File: src/rtl/dmem_bank_sync.sv
// dmem_bank_sync -- clocked data memory with per-byte write enables,
// registered 1-cycle reads, out-of-range detection and a post-reset init
// sequencer that fills word i with i*INIT_STEP.
//
// Ports
//   clk        rising-edge clock
//   rst_n      synchronous active-low reset
//   memread    read request, sampled at posedge
//   memwrite   write request, sampled at posedge
//   address    byte address; word index = address >> OFS_W
//   byteen     per-byte write enable (bit k -> writedata byte k)
//   writedata  write data
//   readdata   read data, valid when rvalid=1; holds otherwise
//   rvalid     one-cycle pulse, read data valid
//   err        one-cycle pulse, accepted access was out of range
//   ready      init sequence finished, accesses accepted
module dmem_bank_sync #(
  parameter int DATA_W    = 32,
  parameter int DEPTH     = 128,
  parameter int INIT_STEP = 10
) (
  input  logic                  clk,
  input  logic                  rst_n,
  input  logic                  memread,
  input  logic                  memwrite,
  input  logic [31:0]           address,
  input  logic [DATA_W/8-1:0]   byteen,
  input  logic [DATA_W-1:0]     writedata,
  output logic [DATA_W-1:0]     readdata,
  output logic                  rvalid,
  output logic                  err,
  output logic                  ready
);

  localparam int BYTES = DATA_W / 8;
  localparam int OFS_W = (BYTES > 1) ? $clog2(BYTES) : 0;
  localparam int IDX_W = (DEPTH > 1) ? $clog2(DEPTH) : 1;

  typedef enum logic {
    ST_INIT,
    ST_READY
  } state_t;

  state_t            state;
  state_t            state_nxt;
  logic [IDX_W-1:0]  init_cnt;
  logic [DATA_W-1:0] init_val;
  logic              init_last;

  logic [DATA_W-1:0] mem [DEPTH];

  logic [31:0]       word_idx;
  logic [IDX_W-1:0]  mem_idx;
  logic              in_range;
  logic              accept;
  logic              do_read;
  logic              do_write;

  // Address decode: range compare uses the full-width index so high
  // address bits can never alias onto a valid word.
  always_comb begin
    word_idx = address >> OFS_W;
    mem_idx  = word_idx[IDX_W-1:0];
    in_range = (word_idx < 32'(DEPTH));
  end

  // Next-state logic and decoded outputs.
  always_comb begin
    state_nxt = state;
    ready     = 1'b0;
    init_last = (init_cnt == IDX_W'(DEPTH - 1));
    case (state)
      ST_INIT: begin
        if (init_last) begin
          state_nxt = ST_READY;
        end
      end
      ST_READY: begin
        ready = 1'b1;
      end
      default: begin
        state_nxt = ST_INIT;
      end
    endcase
  end

  always_comb begin
    accept   = ready & (memread | memwrite);
    do_read  = accept & memread;
    do_write = accept & memwrite & in_range & rst_n;
  end

  // State register and init counters. The fill value is kept as a running
  // sum (+INIT_STEP per word) instead of init_cnt*INIT_STEP; both wrap
  // modulo 2^DATA_W identically.
  always_ff @(posedge clk) begin
    if (!rst_n) begin
      state    <= ST_INIT;
      init_cnt <= '0;
      init_val <= '0;
    end else begin
      state <= state_nxt;
      if (state == ST_INIT) begin
        init_cnt <= init_cnt + 1'b1;
        init_val <= init_val + DATA_W'(INIT_STEP);
      end
    end
  end

  // Storage: not reset; the init sequence rewrites every word.
  always_ff @(posedge clk) begin
    if (rst_n && (state == ST_INIT)) begin
      mem[init_cnt] <= init_val;
    end else if (do_write) begin
      for (int unsigned k = 0; k < BYTES; k++) begin
        if (byteen[k]) begin
          mem[mem_idx][8*k +: 8] <= writedata[8*k +: 8];
        end
      end
    end
  end

  // Registered read path. Nonblocking semantics give read-first behaviour
  // when a read and write hit the same word in one cycle.
  always_ff @(posedge clk) begin
    if (!rst_n) begin
      readdata <= '0;
      rvalid   <= 1'b0;
      err      <= 1'b0;
    end else begin
      rvalid <= do_read;
      err    <= accept & ~in_range;
      if (do_read) begin
        readdata <= in_range ? mem[mem_idx] : '0;
      end
    end
  end

endmodule

File: config.mk
export PLATFORM = sky130hd
export DESIGN_NAME = dmem_bank_sync
export DESIGN_NICKNAME = d
export VERILOG_FILES = /design/src/rtl/dmem_bank_sync.sv
export SDC_FILE = /design/constraint.sdc
export NUM_CORES = 2
export LEC_CHECK = 0
export CAP_MARGIN = 0
export CORE_MARGIN = 2
export CORE_UTILIZATION = 30
export DETAILED_ROUTE_END_ITERATION = 16
export GPL_TIMING_DRIVEN = 0
export PLACE_DENSITY = 0.49
export RECOVER_POWER = 50
export SETUP_SLACK_MARGIN = 0.3
export SYNTH_ARGS = -nofsm -noshare
export SYNTH_HDL_FRONTEND = slang
export SYNTH_SLANG_ARGS = --single-unit
export TNS_END_PERCENT = 100
File: constraint.sdc
create_clock -name clk -period 12.76 [get_ports clk]
set_input_delay 2.552 -clock clk [delete_from_list [all_inputs] [get_ports clk]]
set_output_delay 2.552 -clock clk [all_outputs]
set_load 0.005 [all_outputs]
Yosys cells after proc, flatten, opt, wreduce, memory -nomap -nowiden
Memories as Yosys holds them, arrays and structs flattened. Cells that the tools add are included.

Memory bits (writable): 4096. Register bits after elaboration: 74. Memories kept: 1. Input bits: 72.

Memories: mem (depth 128, width 32, rd ports 1, clocked after Yosys merged registers in 0, write ports 1, RTL line 50) `logic [DATA_W-1:0] mem [DEPTH];`.

Order comparisons: 1. Equality and inequality tests: 1. Add/subtract/negate cells: 2. Reduce and logical (&&, ||, !) cells: 2. Multiplexer cells: 25. Bitwise logic cells: 9.

Operator list (number): 32-bit two-way mux (2); 32-bit by 4-bit adder with 32-bit output (second input constant) (1); 32-bit OR reduction (1); 30-bit by 8-bit < comparator with 1-bit output (second input constant) (1); 1-bit two-way mux (21); 7-bit by 1-bit adder with 7-bit output (second input constant) (1); 7-bit == test (second input constant) (1); 7-bit two-way mux (1); 1-bit AND (6); 4-bit two-way mux (1); 1-bit inverter (2); 1-bit logical AND (1); 1-bit OR (1).

Depth between registers and ports, before layout
Depth after elaboration: 10. Depth in mapped cells: 11.

Worst setup path before layout
Ideal clock, no wire load.

Kind: input port to flip-flop. From: input port byteen[0]. To: memory mem[0][15] (data pin). Required time: 11563 ps. Setup time: 1197 ps. Arrival time: 8572 ps. Buffers on the path: 4. Cell stages on the path: 7. Setup slack: 2991 ps. Cell sequence: nor4_1 nor4_1 buf_2 buf_4 buf_4 buf_2 o21ai_0.

Longest elaborated chain between the ends: 6.

Ends and longest elaborated chain: start: declaration (RTL line 27) `input logic [DATA_W/8-1:0] byteen,`; 1-bit two-way mux (RTL line 116) `if (byteen[k]) begin`; 1-bit two-way mux (RTL line 114) `end else if (do_write) begin`; 1-bit two-way mux (RTL line 112) `if (rst_n && (state == ST_INIT)) begin`; 1-bit two-way mux (not written as such) (RTL line 117) `mem[mem_idx][8*k +: 8] <= writedata[8*k +: 8];`; 32-bit OR reduction (no source line); 32-bit two-way mux (no source line); end: declaration (RTL line 50).

No other way between the ends.

Worst setup path after layout
From: input port address[31]. To: memory mem[41][5] (data pin).

Longest elaborated chain between the ends: 8.

Ends and longest elaborated chain: start: declaration (RTL line 26) `input logic [31:0] address,`; 30-bit by 8-bit < comparator with 1-bit output * (RTL line 64) `in_range = (word_idx < 32'(DEPTH));`; 1-bit AND * (2 in a row) (RTL line 90) `do_write = accept & memwrite & in_range & rst_n;`; 1-bit two-way mux (RTL line 114); 1-bit two-way mux (RTL line 112); 1-bit two-way mux (not written as such) (RTL line 117); 32-bit OR reduction (no source line) *; 32-bit two-way mux (no source line) *.

Every way passes the cells marked *; elsewhere a longest branch is shown, timed or not.

==> impl_results.md <==
- 1st-pass router iterations: 6
- Final hold violations: 0
- Int Pwr: about 22000 uW
- Total power: between 20000 and 30000 uW
- Synth Area per Inst: ~22 um2
- Routed length on met3: roughly 69 mm
- Die area: between 0.5 and 0.6 mm2
- Post-synthesis register bit count: 4169
- Mapped Area: between 0.15 and 0.2 mm2
- Post-synth ARST share: 0
- Syn. warnings: 0
- Vias: 86666
- First-pass GRT wire length: 815.3 mm
- Max Cap Viol: 44
- Yosys cell types: 47
- Largest net degree at the start of global routing: between 100 and 150
- Initial antenna violation count: 78
- Drt total wl: between 600 and 700 mm
- CTS tree: done
- Met2 Routed Length: 286.1 mm
- Post_cts resized: 0
- Wire length per cell: 40.90 um
- Fin Setup TNS: 0 ps
- Leading register cell type out of synthesis: edfxtp_1
- CTS H-tree lvls: 5
- Top cells by area in the synthesized netlist: edfxtp_1 (76%), mux4_2 (16%), mux2i_1 (1.5%)
- CTS buffer count: about 440
- Net Count, Synth: around 7400
- Unrepaired setup endpoints after global routing: no
- Clock period minus worst slack: between 10000 and 15000 ps
- Syn Inst Count: about 7400
- Sw Pwr: a little under 7000 uW
- Leak: about 0.058 uW
- Hold crit path type: flip-flop to flip-flop
- IO Pins: ~110
- Die width: ~740 um
- Iter 0 DRT Violations: around 14000
- Max clock buf depth: 4
- RePlAce Congestion: around 1
- GRT overflow: 0
- Nets@finish: ~8100
- Crit end category: flip-flop
- Pwr Density: approximately 150 mW/mm2
- Skew-Pair Late Insertion Delay: ~1100 ps
- EDFF count, synth: slightly above 4000
- DP HPWL: around 460 mm
- Critical path type: input port to flip-flop
- Vias in the first global route: roughly 83000
- Worst EP arrival: roughly 11000 ps
- Seq pwr share: 0.514
- Failing checks: max-capacitance violations, max-slew violations
- Commonest cells post-synth: edfxtp_1 (4096), mux4_2 (1140), nor2_1 (579)
- Fmax: 96.60 MHz
- Worst slew pin tran: roughly 3200 ps
- Synth top area share: 0.7583
- Top-count cell post-synth: edfxtp_1
- Clock Skews: 84.00 ps
- Crit path required time: ~14000 ps
- Initial Util: 0.3006
- Comb pwr share: 0.059
- Postcts setup bufs: 0
- Sequential-to-total area share from yosys stat: 0.7674
- Remaining antenna violation count: 0
- Clk pwr share: 0.427
- Final setup viols: 0
- Leading area contributor after synthesis: edfxtp_1
- Core area: approximately 0.54 mm2
- Layout Cells excl Fill: roughly 16000
- Layout Area Growth over Synthesis: 15.52%
- Clock sinks: between 4000 and 5000
- Share of layout cells above drive strength 1: 0.2512
- Chip Height: 739.3 um
- Slew Viols, Final: roughly 1600
- Routed vias/inst: between 5 and 6
- # DRC: 0
- Rows: 270
- Hold Buf Count CTS: 0
- Outcome: finished, violations left
- IO Port Bufs: 100
- Max Used Layer: met5
- Net Sw Frac: 0.2321
- Startpoint Class: input port
- Routed length on met1: 247.7 mm
- Clock transition at path regs: 60 ps
- Clock Tree Root: clkbuf_16
- Crit-path max FO: 34
- Placed insts: approximately 15000
- Fin crit share: 0.8113
- Slew headroom: -1.114
- VDD IR max: 0.0001196 V
- GRT Total Usage: 0.2264
layer usage:
| metal | vias to the layer above | track usage |
|---|---|---|
| met4 | 14 | 0.1031 |
| met2 | 5425 | 0.3461 |
| met3 | 1045 | 0.06091 |
| li1 | 32254 | - |
| met5 | - | 0 |
| met1 | 47928 | 0.3023 |
registers in the layout, summed over array words and instances, names as in the netlist:
register and count:
err 1, state 1, rvalid 1, readdata 32, mem 4096, init_val 31
init_cnt 7
worst paths after layout:
check,startpoint,end,slack [ps],cells after the start
setup / recovery,address[31],mem[41][5]$_DFFE_PP_,2410,12
hold / removal,init_val[15]$_SDFFE_PN0N_,init_val[15]$_SDFFE_PN0N_,500,2
setup reg to reg,state$_SDFF_PN0_,mem[41][5]$_DFFE_PP_,4400,11
hold reg to reg,init_val[15]$_SDFFE_PN0N_,init_val[15]$_SDFFE_PN0N_,500,2
final cells by class:
cell class	instances	area [um2]
Inverter	45	168.9
Tap cell	7208	9019
Multi-Input combinational cell	2736	35400
Clock buffer	557	11480
Antenna cell	36	90.09
Clock inverter	238	2072
Buffer	425	2345
Timing Repair Buffer	174	2336
Fill cell	50060	352100
Sequential cell	4169	124500
cells by family (layout without fill, tap and decap cells):
family / Yosys count / in the layout / share of synthesized area
AOI/OAI and AO/OA: 340 / 340 / 0.01476
xor gates and xnor gates: 28 / 28 / 0.001512
adders and majority gates: 2 / 2 / 0.0001543
buffers and inverters: 470 / 1439 / 0.01524
DFF: 4169 / 4169 / 0.7674
muxes: 1445 / 1445 / 0.1776
other: 0 / 36 / 0
and+or+nand+nor: 921 / 921 / 0.02341
cell usage in the layout (no fill, tap or decap), types with 36 or more instances in the layout:
| master | netlist | final |
|---|---|---|
| clkbuf_16 | 0 | 439 |
| buf_6 | 46 | 46 |
| clkdlybuf4s50_1 | 0 | 63 |
| dfxtp_1 | 73 | 73 |
| nor2b_1 | 40 | 40 |
| clkinv_2 | 0 | 71 |
| mux4_2 | 1140 | 1140 |
| nor2_1 | 579 | 578 |
| a22oi_1 | 36 | 36 |
| inv_1 | 44 | 45 |
| o22ai_1 | 44 | 43 |
| diode_2 | 0 | 36 |
| a211oi_1 | 69 | 69 |
| nand2_1 | 181 | 180 |
| mux2i_1 | 247 | 247 |
| buf_2 | 131 | 145 |
| clkinv_1 | 0 | 109 |
| edfxtp_1 | 4096 | 4096 |
| clkbuf_1 | 157 | 258 |
| buf_4 | 53 | 61 |
| a21oi_1 | 51 | 51 |
| dlygate4sd3_1 | 0 | 37 |
power by group through the flow:
stage	clock network, uW	registers (uW)	logic (uW)
floorplan	0	15200	755
global route	13000	14900	1700
detailed placement	0	15200	1690
global placement	0	15200	1640
CTS	12500	14900	1690
finish	12400	14900	1710
metrics by stage:
stage               hold slack, ps  setup WS (ps)  cell area [um2]  utilization
floorplan                    462.2           2991           162200            -
global placement             495.1          -8978           172200       0.3192
detailed placement           497.8           3715           174300       0.3231
CTS                          506.2           4818           187900       0.3482
global route                 536.7           2348           187300       0.3472
finish                       501.6           2408           187400       0.3473
critical path: stages:
cell and delay, ps:
dlygate4sd3_1 550, nor4_1 380, nand4_1 840, nor4_1 500
clkbuf_1 690, clkbuf_1 610, clkbuf_1 1230, clkbuf_1 850
nand2_1 110, o21ai_0 790, clkbuf_1 1550, buf_12 290
(Power assumes the default switching activity.)
